File: src/rtl/alu_nibble_sequencer.sv


module alu_nibble_sequencer #(
  parameter  int NIBBLES = 4,
  localparam int W       = 4 * NIBBLES
) (
  input  logic         clk,
  input  logic         reset,
  input  logic         start,
  input  logic [2:0]   op,
  input  logic [W-1:0] a,
  input  logic [W-1:0] b,
`ifdef ALU_SEQ_ABORT_EN
  input  logic         abort,
`endif
  output logic         busy,
  output logic         done,
  output logic [W-1:0] y,
  output logic         cout,
  output logic         overflow,
  output logic         zero,
  output logic [3:0]   alu_a,
  output logic [3:0]   alu_b,
  output logic [2:0]   alu_op,
  output logic         alu_cin,
  output logic         alu_less,
  input  logic [3:0]   alu_result,
  input  logic         alu_cout,
  input  logic         alu_set,
  input  logic         alu_overflow
);

  localparam int IW = $clog2(NIBBLES);

  typedef enum logic [1:0] {IDLE, RUN, DONE} state_t;

  state_t         r_state;
  state_t         w_nextState;
  logic [W-1:0]   r_aQ;
  logic [W-1:0]   r_bQ;
  logic [2:0]     r_opQ;
  logic [IW-1:0]  r_idx;
  logic           r_carry;
  logic [W-1:0]   r_y;
  logic           r_cout;
  logic           r_overflow;
  logic           r_zero;
`ifdef ALU_SEQ_ABORT_EN
  logic [W-1:0]   r_shadow;
`endif

  logic           w_accept;
  logic           w_last;
  logic           w_abort;
  logic           w_slt;
  logic           w_arith;
  logic [W-1:0]   w_yBase;
  logic [W-1:0]   w_yMerged;
  logic [W-1:0]   w_yFinal;

  always_comb begin
    w_accept = start && ((r_state == IDLE) || (r_state == DONE));
    w_last   = (r_idx == IW'(NIBBLES - 1));
    w_slt    = (r_opQ == 3'b111);
    w_arith  = (r_opQ == 3'b010) || (r_opQ == 3'b110) || (r_opQ == 3'b111);
`ifdef ALU_SEQ_ABORT_EN
    w_abort  = abort && (r_state == RUN);
    w_yBase  = r_shadow;
`else
    w_abort  = 1'b0;
    w_yBase  = r_y;
`endif
  end

  // SLT discards the per-nibble results and keeps only the sign-corrected set of the MSB nibble
  always_comb begin
    w_yMerged                = w_yBase;
    w_yMerged[4*r_idx +: 4]  = alu_result;
    w_yFinal                 = w_slt ? {{(W-1){1'b0}}, alu_set} : w_yMerged;
  end

  always_comb begin
    w_nextState = r_state;
    case (r_state)
      IDLE:    if (w_accept) w_nextState = RUN;
      RUN: begin
        if (w_abort)     w_nextState = IDLE;
        else if (w_last) w_nextState = DONE;
      end
      DONE:    w_nextState = w_accept ? RUN : IDLE;
      default: w_nextState = IDLE;
    endcase
  end

  always_ff @(posedge clk or posedge reset) begin
    if (reset) r_state <= IDLE;
    else       r_state <= w_nextState;
  end

  // r_carry is frozen on the last nibble so alu_cin keeps its final value while idle
  always_ff @(posedge clk or posedge reset) begin
    if (reset) begin
      r_aQ       <= '0;
      r_bQ       <= '0;
      r_opQ      <= '0;
      r_idx      <= '0;
      r_carry    <= 1'b0;
      r_y        <= '0;
      r_cout     <= 1'b0;
      r_overflow <= 1'b0;
      r_zero     <= 1'b1;
`ifdef ALU_SEQ_ABORT_EN
      r_shadow   <= '0;
`endif
    end else if (w_accept) begin
      r_aQ  <= a;
      r_bQ  <= b;
      r_opQ <= op;
      r_idx <= '0;
    end else if ((r_state == RUN) && !w_abort) begin
      if (!w_last) begin
        r_idx   <= r_idx + IW'(1);
        r_carry <= alu_cout;
      end
`ifdef ALU_SEQ_ABORT_EN
      r_shadow <= w_yMerged;
`else
      if (!w_slt) r_y <= w_yMerged;
`endif
      if (w_last) begin
        r_y        <= w_yFinal;
        r_cout     <= alu_cout;
        r_overflow <= w_arith & alu_overflow;
        r_zero     <= (w_yFinal == '0);
      end
    end
  end

  always_comb begin
    busy     = (r_state == RUN);
    done     = (r_state == DONE);
    y        = r_y;
    cout     = r_cout;
    overflow = r_overflow;
    zero     = r_zero;
    alu_a    = r_aQ[4*r_idx +: 4];
    alu_b    = r_bQ[4*r_idx +: 4];
    alu_op   = r_opQ;
    alu_cin  = (r_idx == '0) ? r_opQ[2] : r_carry;
    alu_less = 1'b0;
  end

endmodule

File: config.mk
export PLATFORM = sky130hd
export DESIGN_NAME = alu_nibble_sequencer
export DESIGN_NICKNAME = d
export VERILOG_FILES = /design/src/rtl/alu_nibble_sequencer.sv
export SDC_FILE = /design/constraint.sdc
export NUM_CORES = 1
export LEC_CHECK = 0
export BUFFER_PORTS_ARGS = -buffer_cell sky130_fd_sc_hd__buf_4
export CAP_MARGIN = 15
export CORE_AREA = 10 10 118 120
export DETAILED_ROUTE_END_ITERATION = 16
export DIE_AREA = 0 0 128 130
export GPL_TIMING_DRIVEN = 0
export SLEW_MARGIN = 20
export SYNTH_ARGS = -nofsm -noshare
export SYNTH_HDL_FRONTEND = slang
export SYNTH_SLANG_ARGS = --single-unit
File: constraint.sdc
create_clock -name clk -period 5.1 [get_ports clk]
set_clock_uncertainty 0.05 [all_clocks]
set_input_delay 1.02 -clock clk [delete_from_list [all_inputs] [get_ports clk]]
set_output_delay 1.02 -clock clk [all_outputs]
set_load 0.005 [all_outputs]
Word level (Yosys, flattened, before mapping):

Index checks and enable logic that the tools add are counted.
Widths: inputs -> output; s select.

* flip-flop bits (word level): 59
* input bits: 45
* logic and storage cells: 54

* $add $sub $neg: 2
* equal/unequal tests: 10
* shifts and indexed selects: 4
* muxes and demuxes: 12
* bitwise gates (word level): 3
* reductions and logical operators: 13

Operators by type and width (count)
* $mux 16: 3
* $neg 4->34: 1
* $shift 4x34->16 const A: 1
* $shiftx 4x34->16: 1
* $shiftx 16x5->4: 2
* $bwmux 16: 1
* $logic_not 16->1: 1
* $mux 2: 5
* $reduce_and 3->1: 3
* $eq 3x3->1 const B: 2
* $ne 2x2->1 const B: 3
* $pmux 2 s3: 1
* $eq 2x2->1 const B: 2
* $logic_not 2->1: 2
* $reduce_and 2->1: 2
* $eq 3x2->1 const B: 1
* $logic_or 1x1->1: 3
* $add 2x1->2 const B: 1
* $eq 2x1->1 const B: 1
* $mux 1: 2
* $ne 2x1->1 const B: 1
* $not 1->1: 2
* $reduce_bool 2->1: 1
* $and 1x1->1: 1
* $logic_and 1x1->1: 1

Depth between registers and ports, before layout:

Gate-level depths: netlist (run 1).

* word-level depth: 5
* mapped depth: 8
* mapped depth without buffers: 7

Worst setup path before layout (run 1):

OpenSTA, ideal clock, no wires.

* kind: register -> output
* start point: reg r_idx[1]
* end point: out alu_cin
* arrival time: 1.385 ns
* slack: 2.645 ns
* stages on the path, launching flop included: 5
* cell sequence: dfrtp_1 > clkbuf_1 > inv_1 > ha_1 > mux2_2

* word-level cells in the longest chain between the ends: 2

RTL lines
* from (decl): line 42 `logic [IW-1:0] r_idx;`
* from (signal assigned): line 122 `r_idx <= r_idx + IW'(1);`
* $logic_not 2->1: line 149 `alu_cin = (r_idx == '0) ? r_opQ[2] : r_carry;`
* $mux 1: line 149
* to (decl): line 25 `output logic alu_cin,`

Every way passes these cells.

Worst setup path after layout (run 1):

Same ends and word-level chain as after synthesis.

==> impl_metrics.py, run 1 <==
metrics = {
    "critical_path": {
        "cp-start-kind": "flop",
        "crit_family": "buffers and inverters",
        "arrival_ns": 2.32,
        "critical_path_cell_count": 5,
        "reg2reg_slack_ns": 2.38,
        "cpPeakStageDelay_ns": 0.60,
        "path_class": "reg -> out",
        "worst-path-max-fanout": 10,
        "r2r_cells": 8,
        "cp_num_buf_inv": 3,
        "r2r-start": "r_idx[1]",
        "crit_chain": "clkbuf_1, inv_1, ha_1, mux2_2, buf_4",
        "cp_slowest_cell": "clkbuf_1",
        "worstSetupEndpointType": "primary output",
        "worstPathRequired_ns": 4.03,
        "reg2reg_to": "zero",
    },
    "pwr": {
        "leakagePower_uw": 0.001747,
        "p_comb_share_pct": 44.7,
        "switching_share_pct": 35.27,
        "seq_power_share_pct": 33.3,
        "intPower_uw": 1604,
        "p_sw_uw": 874.2,
        "ir_worst_vdd_v": 0.0002828,
        "clkPwrFrac_pct": 22.0,
        "power.density_nw_per_um2": 635.1,
    },
    "route": {
        "vias": 2120,
        "drt-wirelength-per-cell_um": 17.13,
        "drc": 0,
        "vias_per_cell": 4.589,
        "firstDrtPassIters": 4,
        "drt_wl_total_um": 7914,
        "drtAntennaViolNets": 0,
        "drtIter0Drc": 103,
    },
    "clocking": {
        "holdBufCountCts": 0,
        "cts_made_buffers": 9,
        "h-tree-depth": 3,
        "clockRootBuffer": "clkbuf_16",
        "cts-resized-gates": 0,
        "clk_latency_ns": 0.33,
        "cts.sinks": 59,
        "clockBufferDepth": 2,
        "clk_pin_slew_ns": 0.05,
        "cts_tree": "done",
        "post_cts_buffers": 0,
    },
    "placed_design": {
        "numPortBuffers": 77,
        "hpwl_um": 6065,
        "gp_congestion": 0.7975,
    },
    "timing": {
        "hold_viol": 0,
        "setup_tns_ns": 0,
        "tightest_slew_ns": 0.7562,
        "fin_crit_ns": 3.388,
        "hold_ws_ns": 0.4396,
        "rsz0062_at_grt": "false",
        "slew_violations": 0,
        "fmax_ghz": 0.2952,
        "period_share_pct": 66.43,
        "max_slew_margin_pct": 49.59,
        "setup_violations": 0,
    },
    "synth": {
        "yosys_warnings": 0,
        "synth_top_area_share_pct": 50.97,
        "synth_area_leaders": "dfrtp_1, mux2_2, mux4_2",
        "synth-seq-area-share_pct": 51.89,
        "yosysTopAreaCell": "dfrtp_1",
        "synth_nets": 272,
        "ys_ff_latch": 59,
        "syn_inst": 221,
        "synth_edf_count": 0,
        "avgSynthCellArea_um2": 12.89,
        "ys_async_sr_fraction_pct": 100.0,
        "ys_types": 49,
        "ys.flop_type": "dfrtp_1",
        "syn_area_um2": 2848,
    },
    "final_layout": {
        "diodes": 0,
        "multi_input_area_um2": 1285,
        "drive_gt1_share_pct": 50.79,
        "fill_cells": 1208,
        "fin_nets": 361,
        "syn2layout_area_growth_pct": 37.04,
        "final_cell_mix": "buf_4, dfrtp_1, mux2_2",
        "layout_commonest_cell": "buf_4",
        "seqCellArea_um2": 1478,
    },
    "die": {
        "fp.dieW_um": 128,
        "die_h_um": 130,
        "num_io_pins": 79,
        "rows": 40,
        "core-area_um2": 11710,
        "dieArea_um2": 16640,
        "start_util_pct": 24.32,
    },
    "global_route": {
        "overflow": 0,
        "grt_max_degree": 35,
        "grt_pass1_wl_um": 12690,
        "grt_antenna_before_repair": 0,
        "grt_pass1_vias": 2399,
        "grt_usage_pct": 9.815,
    },
    "outcome": {
        "status": "completed",
    },
    "flow_run": {
        "maxCapViolations": 0,
    },
    "min_path": {
        "hold_depth": 2,
        "whs_endpoint": "overflow",
        "hp-class": "reg -> reg",
        "min_from": "overflow",
    },
}
## routing by layer
metal | vias to the layer above | share of wire (%) | GRT usage (%)
li1 | 994 | - | -
met1 | 1056 | 42 | 10.66
met2 | 62 | 49 | 16.18
met3 | 8 | 8.7 | 4.990
met4 | 0 | 1.2 | 3.510
met5 | - | 0 | 0
## worst min-delay path, stage by stage (launching register included)
cell,delay (ns)
dfrtp_1,0.35
nand2_1,0.05
o21ai_0,0.06
## cell families (layout without fill, tap and decap cells)
family | Yosys count | count (layout) | share of synthesized area, %
flops | 59 | 59 | 51.89
simple gates | 50 | 50 | 10.46
mux | 46 | 46 | 21.31
compound gates | 42 | 42 | 10.59
buf+inv | 17 | 111 | 2.988
fa+ha+maj | 6 | 6 | 2.636
other cells | 1 | 1 | 0.1317
## final cells by class
| class | count | share of cell area (%) |
|---|---|---|
| Buffer | 7 | 1.090 |
| Clock buffer | 10 | 5.867 |
| Clock inverter | 6 | 1.058 |
| Inverter | 10 | 1.154 |
| Multi-Input combinational cell | 145 | 32.93 |
| Sequential cell | 59 | 37.86 |
| Tap cell | 147 | 4.713 |
| Timing Repair Buffer | 78 | 15.33 |
## per-stage QoR
stage                     worst slack (ns)  instances  area, um2  util, %  power (uW)
after floorplan                      2.575        221       2848        -        1499
after global placement               1.805        445       3610    30.82        1927
after detailed placement             2.045        446       3632    31.01        1963
after CTS                            1.679        462       3902    33.32        2527
after global routing                 1.566        462       3902    33.32        2666
final                                1.712        462       3902    33.32        2478
## sequential cells by signal, indices dropped and copies added, names as in the netlist
| register | flops |
|---|---|
| r_idx | 2 |
| zero | 1 |
| cout | 1 |
| y | 16 |
| r_aQ | 16 |
| overflow | 1 |
| r_bQ | 16 |
| r_carry | 1 |
| alu_op | 3 |
| r_state | 2 |
## synthesized netlist by cell type, types with 2 or more instances
cell type / instances
o21ai_0: 15
inv_2: 2
mux4_2: 8
dfrtp_1: 58
and2b_1: 3
mux2_2: 37
nor2_1: 7
a31oi_1: 2
nand2b_4: 2
buf_2: 4
a21oi_1: 3
nand2_1: 19
nor3_1: 2
ha_1: 6
nand3_1: 2
inv_1: 7
a32o_1: 7
o22ai_1: 3
nor2b_1: 4
## worst max-delay path by stage
stage	startpoint	end	slack [ns]
finish	r_idx[1]	alu_cin	1.71
global route	r_idx[1]	alu_cin	1.57
CTS	r_idx[1]	alu_cin	1.68
detailed placement	r_idx[1]	alu_cin	2.04
global placement	reset	y[12]	1.80
floorplan	reset	alu_op[0]	2.58
## power groups by stage
stage	combinational (uW)	clock (uW)	sequential (uW)
after floorplan	704	0	794
after global placement	1110	0	821
after detailed placement	1130	0	834
after CTS	1130	566	828
after global routing	1220	590	854
final	1110	545	825
(Power assumes the default switching activity.)
==> run 2: changes to the inputs <==
- clock period: 5.1 -> 2.77 ns (I/O delays scaled with it)
==> run 2 against run 1 <==
Against the previous run:
- design area barely moved
- first-iteration DRC count is 0.97% higher
- clock-buffer cell count did not move
- largest power group unchanged
- hold slack got worse by 0.29 ns
- largest cell class unchanged
- routed wire length is essentially flat
- cell count is the same
- clock power is 83% higher
==> impl_metrics.py, run 2 (synthesis gave the netlist of run 1 again) <==
metrics = {
    "outcome": {
        "status": "completed",
    },
    "pwr": {
        "p_sw_uw": 1609,
        "switching_share_pct": 35.23,
        "leakagePower_uw": 0.001749,
        "p_comb_share_pct": 44.8,
        "intPower_uw": 2958,
        "ir_worst_vdd_v": 0.0005208,
        "clkPwrFrac_pct": 22.0,
        "seq_power_share_pct": 33.2,
        "power.density_nw_per_um2": 1169,
    },
    "timing": {
        "max_slew_margin_pct": 60.07,
        "rsz0062_at_grt": "false",
        "period_share_pct": 94.07,
        "fin_crit_ns": 2.606,
        "tightest_slew_ns": 0.5927,
        "setup_violations": 0,
        "hold_ws_ns": 0.1535,
        "fmax_ghz": 0.3838,
        "hold_viol": 0,
        "slew_violations": 0,
    },
    "final_layout": {
        "multi_input_area_um2": 1287,
        "fill_cells": 1206,
        "seqCellArea_um2": 1478,
        "fin_area_um2": 3906,
        "layout_commonest_cell": "buf_4",
        "drive_gt1_share_pct": 51.43,
        "final_cell_mix": "buf_4, dfrtp_1, mux2_2",
        "syn2layout_area_growth_pct": 37.17,
        "diodes": 0,
        "fin_nets": 361,
    },
    "clocking": {
        "clk_pin_slew_ns": 0.06,
        "post_cts_buffers": 0,
        "cts_made_buffers": 9,
        "clockBufferDepth": 2,
        "h-tree-depth": 3,
        "cts_tree": "done",
        "clockRootBuffer": "clkbuf_16",
        "cts.sinks": 59,
        "clk_latency_ns": 0.33,
    },
    "critical_path": {
        "worstPathRequired_ns": 2.17,
        "crit_chain": "clkbuf_2, inv_1, ha_2, mux2_2, buf_4",
        "cp_num_buf_inv": 3,
        "r2r_cells": 8,
        "worst-path-max-fanout": 10,
        "cp-start-kind": "flop",
        "critical_path_cell_count": 5,
        "arrival_ns": 2.00,
        "cpPeakStageDelay_ns": 0.41,
        "cp_slowest_cell": "dfrtp_1",
        "crit_family": "buffers and inverters",
        "worstSetupEndpointType": "primary output",
        "path_class": "reg -> out",
    },
    "placed_design": {
        "dpl-instance-area_um2": 3632,
        "gp_congestion": 0.7975,
        "hpwl_um": 6065,
        "numPortBuffers": 77,
    },
    "min_path": {
        "hp-class": "in -> async",
    },
    "global_route": {
        "grt_usage_pct": 9.815,
        "grt_pass1_vias": 2399,
        "grt_max_degree": 35,
        "overflow": 0,
        "grt_pass1_wl_um": 12690,
        "grt_antenna_before_repair": 0,
    },
    "die": {
        "fp.dieW_um": 128,
        "start_util_pct": 24.32,
        "rows": 40,
        "num_io_pins": 79,
        "dieArea_um2": 16640,
        "core-area_um2": 11710,
        "die_h_um": 130,
    },
    "route": {
        "drc": 0,
        "drt-wirelength-per-cell_um": 17.12,
        "vias": 2123,
        "drtIter0Drc": 104,
        "drtAntennaViolNets": 0,
        "vias_per_cell": 4.595,
        "firstDrtPassIters": 4,
        "drt_wl_total_um": 7909,
    },
    "flow_run": {
        "maxCapViolations": 0,
    },
}
[run 2: cell types whose count changed in the layout (fill, tap and decap cells not counted)]
| cell | before | now |
|---|---|---|
| clkbuf_2 | 0 | 1 |
| ha_1 | 6 | 5 |
| ha_2 | 0 | 1 |
| clkbuf_1 | 2 | 1 |
[run 2: worst paths after layout]
path                          start   endpoint  slack (ns)
max                        r_idx[1]    alu_cin        0.16
min                           reset    r_bQ[8]        0.15
max reg2reg                r_idx[1]       zero        0.37
min reg2reg                overflow   overflow        0.44
max in group asynchronous     reset       zero        1.95
min in group clk              op[0]  alu_op[0]        0.39
[run 2: per-layer routing]
metal,GRT usage [%],up-vias,share of wire (%)
met2,16.18,62,49
met5,0,-,0
li1,-,995,-
met3,4.990,8,8.6
met4,3.510,0,1.2
met1,10.66,1058,42
[run 2: timing repair]
action,CTS,global route
endpoints found under the setup margin,1,1
hold buffers,0,0
gates resized for setup,1,1
[run 2: power groups by stage]
stage / Clock, uW / Sequential (uW) / Combinational, uW
after CTS: 1040 / 1520 / 2090
after floorplan: 0 / 1460 / 1300
after global placement: 0 / 1510 / 2040
after detailed placement: 0 / 1540 / 2080
final: 1000 / 1520 / 2050
after global routing: 1090 / 1570 / 2250
[run 2: worst reg2reg max path, stage by stage, from the launching register on]
cell       delay [ns]
dfrtp_1          0.39
clkbuf_2         0.35
inv_1            0.14
ha_1             0.47
nand2b_4         0.21
nor4_2           0.05
a2111oi_2        0.28
nand3_1          0.18
a32oi_1          0.19
[run 2: metrics by stage]
| step | setup slack, ns | utilization, % | std cells | setup TNS [ns] | power [uW] |
|---|---|---|---|---|---|
| 2_1_floorplan | 0.6460 | - | 221 | 0 | 2759 |
| 3_3_place_gp | -0.05905 | 30.82 | 445 | -3.181 | 3548 |
| 3_5_place_dp | 0.02499 | 31.01 | 446 | 0 | 3614 |
| 4_1_cts | 0.04232 | 33.33 | 462 | 0 | 4653 |
| 5_1_grt | 0.05292 | 33.35 | 462 | 0 | 4913 |
| 6_report | 0.1641 | 33.35 | 462 | 0 | 4566 |
[run 2: layout make-up]
cell class | instances | share of cell area, %
clock buffers | 10 | 5.862
plain buffers | 7 | 1.121
clock inverters | 6 | 1.057
inverters | 10 | 1.153
repair buffers | 78 | 15.31
well taps | 147 | 4.709
multi-input cells | 145 | 32.96
flip-flops and latches | 59 | 37.83
